File: src/rtl/morse_pkg.sv
// rtl/morse_pkg.sv - shared FSM states, space code and code-word field offsets for the Morse frame assembler
package morse_pkg;

    typedef enum logic [1:0] {
        IDLE,
        PRESS,
        GAP,
        WORD_WAIT
    } morse_state_t;

    // The code-to-ASCII ROM maps an all-zero code word to a space.
    localparam logic [31:0] SPACE_CODE = 32'd0;

    function automatic int pattern_lsb();
        return 0;
    endfunction

    function automatic int count_lsb(input int max_symbols);
        return max_symbols;
    endfunction

    function automatic int error_bit(input int max_symbols, input int cnt_w);
        return max_symbols + cnt_w;
    endfunction

endpackage

File: src/rtl/morse_frame_assembler_if.sv
// rtl/morse_frame_assembler_if.sv - valid/ready code-word stream between the assembler and its consumer
interface morse_frame_assembler_if #(
    parameter int CODE_W = 10
);
    logic              code_valid;
    logic              code_ready;
    logic [CODE_W-1:0] code_data;

    modport master (
        output code_valid,
        output code_data,
        input  code_ready
    );

    modport slave (
        input  code_valid,
        input  code_data,
        output code_ready
    );
endinterface

File: src/rtl/morse_code_fifo.sv
// rtl/morse_code_fifo.sv - show-ahead synchronous FIFO holding completed code words
module morse_code_fifo #(
    parameter int WIDTH = 10,
    parameter int DEPTH = 4
) (
    input  logic             clk,
    input  logic             reset_n,
    input  logic             push,
    input  logic             pop,
    input  logic [WIDTH-1:0] wr_data,
    output logic [WIDTH-1:0] rd_data,
    output logic             full,
    output logic             empty
);
    localparam int AW = $clog2(DEPTH);

    logic [WIDTH-1:0] mem [DEPTH];
    logic [AW:0]      wr_ptr;
    logic [AW:0]      rd_ptr;
    logic             do_push;
    logic             do_pop;

    assign empty   = (wr_ptr == rd_ptr);
    assign full    = (wr_ptr[AW] != rd_ptr[AW]) && (wr_ptr[AW-1:0] == rd_ptr[AW-1:0]);
    assign do_pop  = pop & ~empty;
    // A simultaneous pop frees the slot the push lands in, so a full FIFO still accepts it.
    assign do_push = push & (~full | do_pop);
    assign rd_data = empty ? '0 : mem[rd_ptr[AW-1:0]];

    always_ff @(posedge clk or negedge reset_n) begin
        if (!reset_n) begin
            wr_ptr <= '0;
            rd_ptr <= '0;
        end else begin
            if (do_push) wr_ptr <= wr_ptr + 1'b1;
            if (do_pop)  rd_ptr <= rd_ptr + 1'b1;
        end
    end

    always_ff @(posedge clk) begin
        if (do_push) mem[wr_ptr[AW-1:0]] <= wr_data;
    end
endmodule

File: src/rtl/morse_frame_assembler.sv
// rtl/morse_frame_assembler.sv - times key presses/gaps into Morse letters and queues code words; MORSE_AUTO_SPACE_EN adds word-space entries
module morse_frame_assembler
    import morse_pkg::*;
#(
    parameter int MAX_SYMBOLS  = 6,
    parameter int UNIT_CYCLES  = 5_000_000,
    parameter int DASH_UNITS   = 2,
    parameter int LETTER_UNITS = 2,
    parameter int WORD_UNITS   = 6,
    parameter int FIFO_DEPTH   = 4,
    localparam int CNT_W       = $clog2(MAX_SYMBOLS + 1),
    localparam int CODE_W      = 1 + CNT_W + MAX_SYMBOLS
) (
    input  logic                    clk,
    input  logic                    reset_n,
    input  logic                    b,
    input  logic                    clr_ovf,
    morse_frame_assembler_if.master code_if,
    output logic [MAX_SYMBOLS-1:0]  live_pattern,
    output logic [CNT_W-1:0]        live_count,
    output logic                    overflow
);
    localparam int PCNT_W  = $clog2(UNIT_CYCLES);
    localparam int PAT_LSB = pattern_lsb();
    localparam int CNT_LSB = count_lsb(MAX_SYMBOLS);
    localparam int ERR_BIT = error_bit(MAX_SYMBOLS, CNT_W);

    morse_state_t      state, state_nx;
    logic              b_q;
    logic              rise, fall, b_edge;
    logic [PCNT_W-1:0] pcnt;
    logic              pcnt_last, tick;
    logic [2:0]        dur;
    logic              letter_err;
    logic              append, push_letter, push_space;
    logic [CODE_W-1:0] letter_word, fifo_wdata;
    logic              fifo_full, fifo_empty, fifo_drop;

    assign rise      = b & ~b_q;
    assign fall      = ~b & b_q;
    assign b_edge    = rise | fall;
    assign pcnt_last = (pcnt == PCNT_W'(UNIT_CYCLES - 1));
    // An edge restarts timing, so a tick landing on the edge cycle is discarded.
    assign tick      = pcnt_last & ~b_edge;

    always_comb begin
        letter_word = '0;
        letter_word[PAT_LSB +: MAX_SYMBOLS] = live_pattern;
        letter_word[CNT_LSB +: CNT_W]       = live_count;
        letter_word[ERR_BIT]                = letter_err;
    end

    always_comb begin
        state_nx    = state;
        append      = 1'b0;
        push_letter = 1'b0;
        push_space  = 1'b0;
        case (state)
            IDLE: begin
                if (rise) state_nx = PRESS;
            end
            PRESS: begin
                if (fall) begin
                    append   = 1'b1;
                    state_nx = GAP;
                end
            end
            GAP: begin
                if (dur >= 3'(LETTER_UNITS)) begin
                    push_letter = 1'b1;
                    state_nx    = rise ? PRESS : WORD_WAIT;
                end else if (rise) begin
                    state_nx = PRESS;
                end
            end
            WORD_WAIT: begin
                if (dur >= 3'(WORD_UNITS)) begin
`ifdef MORSE_AUTO_SPACE_EN
                    push_space = 1'b1;
`else
                    push_space = 1'b0;
`endif
                    state_nx   = rise ? PRESS : IDLE;
                end else if (rise) begin
                    state_nx = PRESS;
                end
            end
            default: state_nx = IDLE;
        endcase
    end

    assign fifo_wdata = push_letter ? letter_word : CODE_W'(SPACE_CODE);
    assign fifo_drop  = (push_letter | push_space) & fifo_full
                        & ~(code_if.code_ready & ~fifo_empty);

    always_ff @(posedge clk or negedge reset_n) begin
        if (!reset_n) begin
            state        <= IDLE;
            b_q          <= 1'b0;
            pcnt         <= '0;
            dur          <= '0;
            live_pattern <= '0;
            live_count   <= '0;
            letter_err   <= 1'b0;
            overflow     <= 1'b0;
        end else begin
            state <= state_nx;
            b_q   <= b;

            if (b_edge || pcnt_last) pcnt <= '0;
            else                     pcnt <= pcnt + 1'b1;

            if (b_edge)                   dur <= '0;
            else if (tick && dur != 3'd7) dur <= dur + 3'd1;

            if (push_letter) begin
                live_pattern <= '0;
                live_count   <= '0;
                letter_err   <= 1'b0;
            end else if (append) begin
                // An overrun element only flags the letter; earlier elements are kept.
                if (live_count == CNT_W'(MAX_SYMBOLS)) begin
                    letter_err <= 1'b1;
                end else begin
                    live_pattern <= {live_pattern[MAX_SYMBOLS-2:0], (dur >= 3'(DASH_UNITS))};
                    live_count   <= live_count + 1'b1;
                end
            end

            if (fifo_drop)    overflow <= 1'b1;
            else if (clr_ovf) overflow <= 1'b0;
        end
    end

    morse_code_fifo #(
        .WIDTH (CODE_W),
        .DEPTH (FIFO_DEPTH)
    ) u_fifo (
        .clk     (clk),
        .reset_n (reset_n),
        .push    (push_letter | push_space),
        .pop     (code_if.code_ready),
        .wr_data (fifo_wdata),
        .rd_data (code_if.code_data),
        .full    (fifo_full),
        .empty   (fifo_empty)
    );

    assign code_if.code_valid = ~fifo_empty;
endmodule

File: src/flat_wrapper.sv
// flat-port wrapper written by rule: the top's interface ports become plain ports
module morse_frame_assembler_flat import morse_pkg::*;
#(
    parameter int MAX_SYMBOLS  = 6,
    parameter int UNIT_CYCLES  = 5_000_000,
    parameter int DASH_UNITS   = 2,
    parameter int LETTER_UNITS = 2,
    parameter int WORD_UNITS   = 6,
    parameter int FIFO_DEPTH   = 4,
    localparam int CNT_W       = $clog2(MAX_SYMBOLS + 1),
    localparam int CODE_W      = 1 + CNT_W + MAX_SYMBOLS
)
  (clk, reset_n, b, clr_ovf, live_pattern, live_count, overflow, code_if_code_valid, code_if_code_data, code_if_code_ready);
  morse_frame_assembler_if #(.CODE_W((10))) code_if_i ();
  input  logic clk;
  input  logic reset_n;
  input  logic b;
  input  logic clr_ovf;
  output logic [MAX_SYMBOLS-1:0] live_pattern;
  output logic [CNT_W-1:0] live_count;
  output logic overflow;
  output wire logic [$bits(code_if_i.code_valid)-1:0] code_if_code_valid;
  output wire logic [$bits(code_if_i.code_data)-1:0] code_if_code_data;
  input wire logic [$bits(code_if_i.code_ready)-1:0] code_if_code_ready;
  assign code_if_code_valid = code_if_i.code_valid;
  assign code_if_code_data = code_if_i.code_data;
  assign code_if_i.code_ready = code_if_code_ready;
  morse_frame_assembler #(.MAX_SYMBOLS(MAX_SYMBOLS), .UNIT_CYCLES(UNIT_CYCLES), .DASH_UNITS(DASH_UNITS), .LETTER_UNITS(LETTER_UNITS), .WORD_UNITS(WORD_UNITS), .FIFO_DEPTH(FIFO_DEPTH)) u_core (.clk(clk), .reset_n(reset_n), .b(b), .clr_ovf(clr_ovf), .code_if(code_if_i), .live_pattern(live_pattern), .live_count(live_count), .overflow(overflow));
endmodule
File: config.mk
export PLATFORM = sky130hd
export DESIGN_NAME = morse_frame_assembler_flat
export DESIGN_NICKNAME = d
export VERILOG_FILES = /design/src/rtl/morse_pkg.sv /design/src/rtl/morse_frame_assembler_if.sv /design/src/rtl/morse_code_fifo.sv /design/src/rtl/morse_frame_assembler.sv /design/src/flat_wrapper.sv
export SDC_FILE = /design/constraint.sdc
export NUM_CORES = 1
export LEC_CHECK = 0
export ABC_AREA = 1
export CELL_PAD_IN_SITES_DETAIL_PLACEMENT = 1
export CELL_PAD_IN_SITES_GLOBAL_PLACEMENT = 2
export CORE_MARGIN = 8
export CORE_UTILIZATION = 40
export DETAILED_ROUTE_END_ITERATION = 10
export PLACE_DENSITY = 0.81
export SETUP_SLACK_MARGIN = 0.15
export SYNTH_ARGS = -nofsm -noshare
export SYNTH_HDL_FRONTEND = slang
export SYNTH_HIERARCHICAL = 1
export SYNTH_SLANG_ARGS = --single-unit
File: constraint.sdc
create_clock -name clk -period 4.9 [get_ports clk]
set_input_delay 0.735 -clock clk [delete_from_list [all_inputs] [get_ports clk]]
set_output_delay 0.735 -clock clk [all_outputs]
set_load 0.01 [all_outputs]
==> results of run 1 <==
==> metal layers <==
metal | wire length, um | vias to the layer above | GRT usage [%] | part of all wire, %
met5 | 0 | - | 0 | 0
met4 | 93 | 0 | 5.22 | 0.96
met3 | 255 | 8 | 3.07 | 2.6
met2 | 4920 | 25 | 25.5 | 51
met1 | 4370 | 1558 | 17.6 | 45
li1 | - | 1600 | - | -
==> synthesized netlist by cell type, types with 4 or more instances <==
cell	instances	area, sq um
ha_1	12	150
o21ai_0	28	140
o21ai_1	9	45.0
xor2_1	7	61.3
dfrtp_1	46	1150
a21oi_1	4	20.0
edfxtp_1	40	1200
clkbuf_1	4	15.0
nor2_1	102	383
nor2_2	4	25.0
nor3_1	5	25.0
nand2_1	105	394
nand3_1	24	120
inv_1	66	248
==> cell families (layout without fill, tap and decap cells) <==
family / count (synthesis) / in the layout / share of synthesized area [%]
and+or+nand+nor: 254 / 254 / 25.4
DFF: 86 / 86 / 55.3
buffers and inverters: 77 / 109 / 7.38
AOI/OAI and AO/OA: 48 / 48 / 5.94
adders and majority gates: 12 / 12 / 3.53
xor gates and xnor gates: 11 / 11 / 2.44
==> flip-flops by register name, summed over array words and instances, names as in the netlist <==
name                  flops
u_core/pcnt              23
u_core/u_fifo/wr_ptr      3
u_core/state              2
u_core/letter_err         1
u_core/live_pattern       6
u_core/live_count         3
u_core/dur                3
u_core/u_fifo/mem        40
u_core/u_fifo/rd_ptr      3
u_core/overflow           1
u_core/b_q                1
==> final timing paths <==
check / from / to / slack, ns / cells past startpoint
worst max-delay path: u_core/u_fifo/rd_ptr[0]$_DFFE_PN0P_ / code_if_code_data[8] / 1.39 / 7
worst min-delay path: reset_n / u_core/u_fifo/rd_ptr[1]$_DFFE_PN0P_ / 0.47 / 2
worst max register to register: u_core/u_fifo/rd_ptr[0]$_DFFE_PN0P_ / u_core/u_fifo/mem[0][9]$_DFFE_PP_ / 1.94 / 6
worst min register to register: u_core/letter_err$_DFFE_PN0P_ / u_core/letter_err$_DFFE_PN0P_ / 0.51 / 2
max in group asynchronous: reset_n / u_core/dur[0]$_DFFE_PN0P_ / 4.00 / 2
min in group clk: u_core/letter_err$_DFFE_PN0P_ / u_core/letter_err$_DFFE_PN0P_ / 0.51 / 2
==> metrics by stage <==
| stage | instances | worst slack [ns] | hold slack (ns) |
|---|---|---|---|
| after floorplan | 488 | 3.09 | 0.439 |
| after global placement | 640 | 1.87 | 0.474 |
| after detailed placement | 640 | 1.76 | 0.490 |
| after CTS | 656 | 1.35 | 0.485 |
| after global routing | 656 | 1.13 | 0.517 |
| final | 656 | 1.39 | 0.469 |
==> final cells by class <==
class / count / area [sq um] / share of cell area [%]
sequential: 86 / 2350 / 48.9
multi-input combinational: 325 / 1590 / 33.0
timing repair buffer: 26 / 253 / 5.25
inverter: 67 / 251 / 5.22
tap: 136 / 170 / 3.53
clock buffer: 10 / 128 / 2.65
clock inverter: 6 / 71.3 / 1.48
==> worst register-to-register path: cells and delay by family (launching register included) <==
family | cells | cell delay, ns
flip-flops | 1 | 0.83
AND/OR/NAND/NOR | 5 | 1.41
buffers and inverters | 1 | 0.34
==> report_power, final <==
part / switching (mW) / internal [mW]
registers: 0.122 / 0.831
logic: 0.429 / 0.371
clock network: 0.268 / 0.241
total: 0.819 / 1.44
==> impl_results.md, run 1 <==
* Delay-heaviest family, CP: buffers and inverters
* Commonest cells after routing, fill and taps aside: nand2_1 (105), nor2_1 (102), inv_1 (66)
* Root buffer cell: clkbuf_8
* Arrival time at the worst endpoint at 2.77 ns
* Cell count after synthesis at 488
* Static Leak at between 2 and 2.5 nW
* RSZ-0062 raised after global routing: no
* FILL cells at 1241
* H-Tree Level Count at 3
* WL per Instance at 14.7 um
* Slowest library cell on the worst path: dfrtp_1
* Via count of the first global-routing pass at 3381
* Sequential share of the synthesized area at between 50% and 60%
* Core Box Area at 0.0103 sq mm
* Post-Syn Nets at 505
* Initial antenna violation count at 0
* Clk buf depth at 2
* Post-CTS Hold Fix Bufs at 0
* CP required at ~4.2 ns
* Vias post-DR at 3191
* Total CTS buffers at 9
* Synthesized flop and latch total at 86
* Clk_skew at 0.0109 ns
* Core Util, Final at 46.6%
* GPL Wtd Cong at 0.760
* I/O pin total at 26
* Synth async-reset ratio at 53.5%
* DIE HEIGHT at 119 um
* Buffers and inverters on the worst path at 3
* TritonCTS clock tree: built
* PostCTS Resize Cnt at 0
* Max Cap Viol at 0
* Routed WL at 9640 um
* Worst stage delay on the critical path at 0.83 ns
* Share of layout cells above drive strength 1 at about 6.5%
* Critical Path Fanout Max at 24
* Largest net degree at the start of global routing at 47
* Fmax at 285 MHz
* Leading cell type in the layout, fill and taps excluded: nand2_1
* Rows at 37
* Setup CP Type: reg2out
* TritonCTS sink count at 86
* Total gr overflow at 0
* First-pass GRT wire length at 16800 um
* Initial Util at 41.2%
* Antenna fix cells at 0
* First-pass DRT Iterations at 4
* GR Util All Layers at 14.7%
* Setup Buffers After CTS at 0
* Remaining antenna violation count at 0
* Reg clk slew, reported paths at roughly 0.090 ns
* Syn Area/Cell at 8.72 sq um
* Most used cell, CP: nand2_1
* Transition time of the tightest slew-check pin at roughly 1.1 ns
* Min-Delay Path Class: in2async
* Final Max Tran Viols at 0
* Slew headroom at around a quarter
* Power Dens Cells at 470 mW/mm^2
* Critical Path, Cell by Cell: inv_2, nand2_1, nand2_1, nand3_2, nand2_1, inv_1, clkdlybuf4s50_1
* Final Hold Violating Endpoints at 0
* Synthesized area at 0.00426 sq mm
* Final setup vio count at 0
* Worst setup EP type: primary output
* Critical Path Source Type: flop
* Min cycle time layout at 3.51 ns
* Final period utilization at 71.6%
* Top_reg_cell synth: dfrtp_1
* Clk Latency, worst-skew pair at 0.36 ns
* Starting DRT DRC Count at approximately 150
* Final instance area at 0.00481 sq mm
* Peak VDD IR at 0.278 mV
* Die X at 119 um
* Synth cell types at 32
* PortBufs at 25
* Total Power at ~2.3 mW
* Remaining routing DRC violations at 0
* EDFF count, synth at 40
* Ys Warns at 6
* Vias per cell at 4.86
* Layout area overhead at 13.1%
* Status: finished, final reports clean
* Placed cell area at roughly 0.0046 sq mm
* Post-DP HPWL at slightly below 7000 um
* TNS Setup at 0 ns
* Nets at 532
* Die area at 0.0142 sq mm
No activity file was read; power rests on OpenSTA's default activity.
==> inputs of run 2 (changes only) <==
- CORE_UTILIZATION: 40 -> 33
- PLACE_DENSITY: 0.81 -> 0.71
- clock period: 4.9 -> 2.9 ns (I/O delays scaled with it)
==> run 2 against run 1 <==
Compared with the run above:
- clock skew fell by 0.0017 ns
- sequential share of layout area fell by 1.9 points
- sequential power rose by 65%
- first-iteration DRC count fell by 38%
- largest power group unchanged
- core utilization fell by 6.9 points
- setup slack got worse by 1.1 ns
- total power rose by 84%
- via count fell by 0.16%
- count of clock-buffer cells in the layout did not move
- die area rose by 18%
- register-to-register slack got worse by 0.92 ns
- critical path type unchanged
- cell count rose by 6.6%
==> impl_results.md, run 2 (synthesis gave the netlist of run 1 again) <==
* Antenna fix cells at 0
* Static Leak at 2.14 nW
* Post-CTS Hold Fix Bufs at 0
* Clk buf depth at 2
* Min-Delay Path Class: in2async
* Max Cap Viol at 0
* TritonCTS clock tree: built
* Post-DP HPWL at 7520 um
* Vias per cell at 4.56
* Core Box Area at 0.0126 sq mm
* Via count of the first global-routing pass at 3414
* Die area at ~0.017 sq mm
* WL per Instance at 14.6 um
* Peak VDD IR at 0.279 mV
* Initial antenna violation count at 0
* Setup ws final at 0.298 ns
* TritonCTS sink count at 86
* Slew headroom at 66.3%
* Pre-CTS WS at around 0.56 ns
* Die X at 130 um
* Core Util, Final at 39.7%
* Remaining antenna violation count at 0
* Layout area overhead at 17.8%
* Initial Util at 33.7%
* Nets at 539
* First-pass GRT wire length at around 17000 um
* Final Max Tran Viols at 0
* Final setup vio count at 0
* First-pass DRT Iterations at 4
* GR Util All Layers at 13.4%
* Worst setup EP type: primary output
* Reg clk slew, reported paths at 0.07 ns
* GPL Wtd Cong at 0.737
* CP required at 2.47 ns
* Arrival time at the worst endpoint at roughly 2.2 ns
* Final period utilization at 89.7%
* Number of flip-flops in the largest register at 40
* Starting DRT DRC Count at 92
* Transition time of the tightest slew-check pin at between 0.5 and 0.6 ns
* Vias post-DR at 3186
* Min cycle time layout at 2.60 ns
* Fmax at a little under 400 MHz
* Total gr overflow at 0
* RSZ-0062 raised after global routing: no
* H-Tree Level Count at 3
* Root buffer cell: clkbuf_16
* Rows at between 40 and 50
* TNS Setup at 0 ns
* Remaining routing DRC violations at 0
* DIE HEIGHT at 130 um
* Clk_skew at 0.00920 ns
* Final Hold Violating Endpoints at 0
* Critical Path Fanout Max at 15
* Clk Latency, worst-skew pair at approximately 0.34 ns
* FILL cells at 1544
* Critical Path Source Type: flop
* Share of layout cells above drive strength 1 at under 10%
* I/O pin total at 26
* Commonest cells after routing, fill and taps aside: nand2_1 (105), nor2_1 (102), inv_1 (66)
* Leading cell type in the layout, fill and taps excluded: nand2_1
* Status: finished, final reports clean
* Setup CP Type: reg2out
* Routed WL at 10200 um
* PortBufs at 25
* Largest net degree at the start of global routing at 28
* Power Dens Cells at 830 mW/mm^2
* Total CTS buffers at 9
==> run 2: cell types whose count changed in the layout (fill, tap and decap cells not counted), sizes merged <==
cell,delta
buf,+7
clkinv,+2
clkinvlp,+1
inv,-3
==> run 2: worst paths after layout <==
path | from | end | slack, ns | cells after the start
worst max-delay path | u_core/u_fifo/rd_ptr[1]$_DFFE_PN0P_ | code_if_code_data[2] | 0.30 | 6
worst min-delay path | reset_n | u_core/pcnt[20]$_DFF_PN0_ | 0.04 | 1
worst max register to register | u_core/pcnt[0]$_DFF_PN0_ | u_core/dur[1]$_DFFE_PN0P_ | 1.02 | 8
worst min register to register | u_core/letter_err$_DFFE_PN0P_ | u_core/letter_err$_DFFE_PN0P_ | 0.53 | 2
max in group asynchronous | reset_n | u_core/u_fifo/wr_ptr[0]$_DFFE_PN0P_ | 2.08 | 2
min in group clk | u_core/letter_err$_DFFE_PN0P_ | u_core/letter_err$_DFFE_PN0P_ | 0.53 | 2
==> run 2: routing by layer <==
layer | global-route usage (%) | vias up | routed length, um
met1 | 18.3 | 1524 | 5240
met2 | 20.5 | 30 | 4500
met3 | 2.83 | 10 | 297
met5 | 0 | - | 0
met4 | 5.12 | 0 | 157
li1 | - | 1622 | -
==> run 2: critical path, stage by stage, from the launching register on <==
cell             delay (ns)
dfrtp_1                0.66
buf_4                  0.25
o21ai_0                0.09
o21ai_1                0.17
nand2_1                0.07
inv_1                  0.05
clkdlybuf4s50_1        0.53
==> run 2: final cells by class <==
type                       count  area [sq um]  area share (%)
inverter                      67           253            5.04
timing repair buffer          33           305            6.09
sequential                    86          2350            46.9
clock inverter                 6          62.6            1.25
multi-input combinational    325          1600            31.8
clock buffer                  10           229            4.57
tap                          172           215            4.29
==> run 2: power breakdown <==
part	total, mW	internal (mW)	switching [mW]
Combinational	1.46	0.650	0.807
Sequential	1.57	1.41	0.162
Clock	1.13	0.664	0.469
==> run 2: through the flow <==
stage / instances / power [mW] / hold WS [ns] / instance area, sq um
after floorplan: 488 / 2.41 / 0.139 / 4260
after global placement: 683 / 3.03 / 0.430 / 4710
after detailed placement: 683 / 3.06 / 0.434 / 4710
after CTS: 699 / 4.23 / 0.0635 / 5000
after global routing: 699 / 4.47 / 0.0784 / 5010
final: 699 / 4.16 / 0.0449 / 5010
==> run 2: what timing repair did <==
item                                   4_1_cts  5_1_grt
setup endpoints to repair                    0       11
endpoints found under the hold margin        0        0
setup buffers                                0        0
resized for setup                            0        2
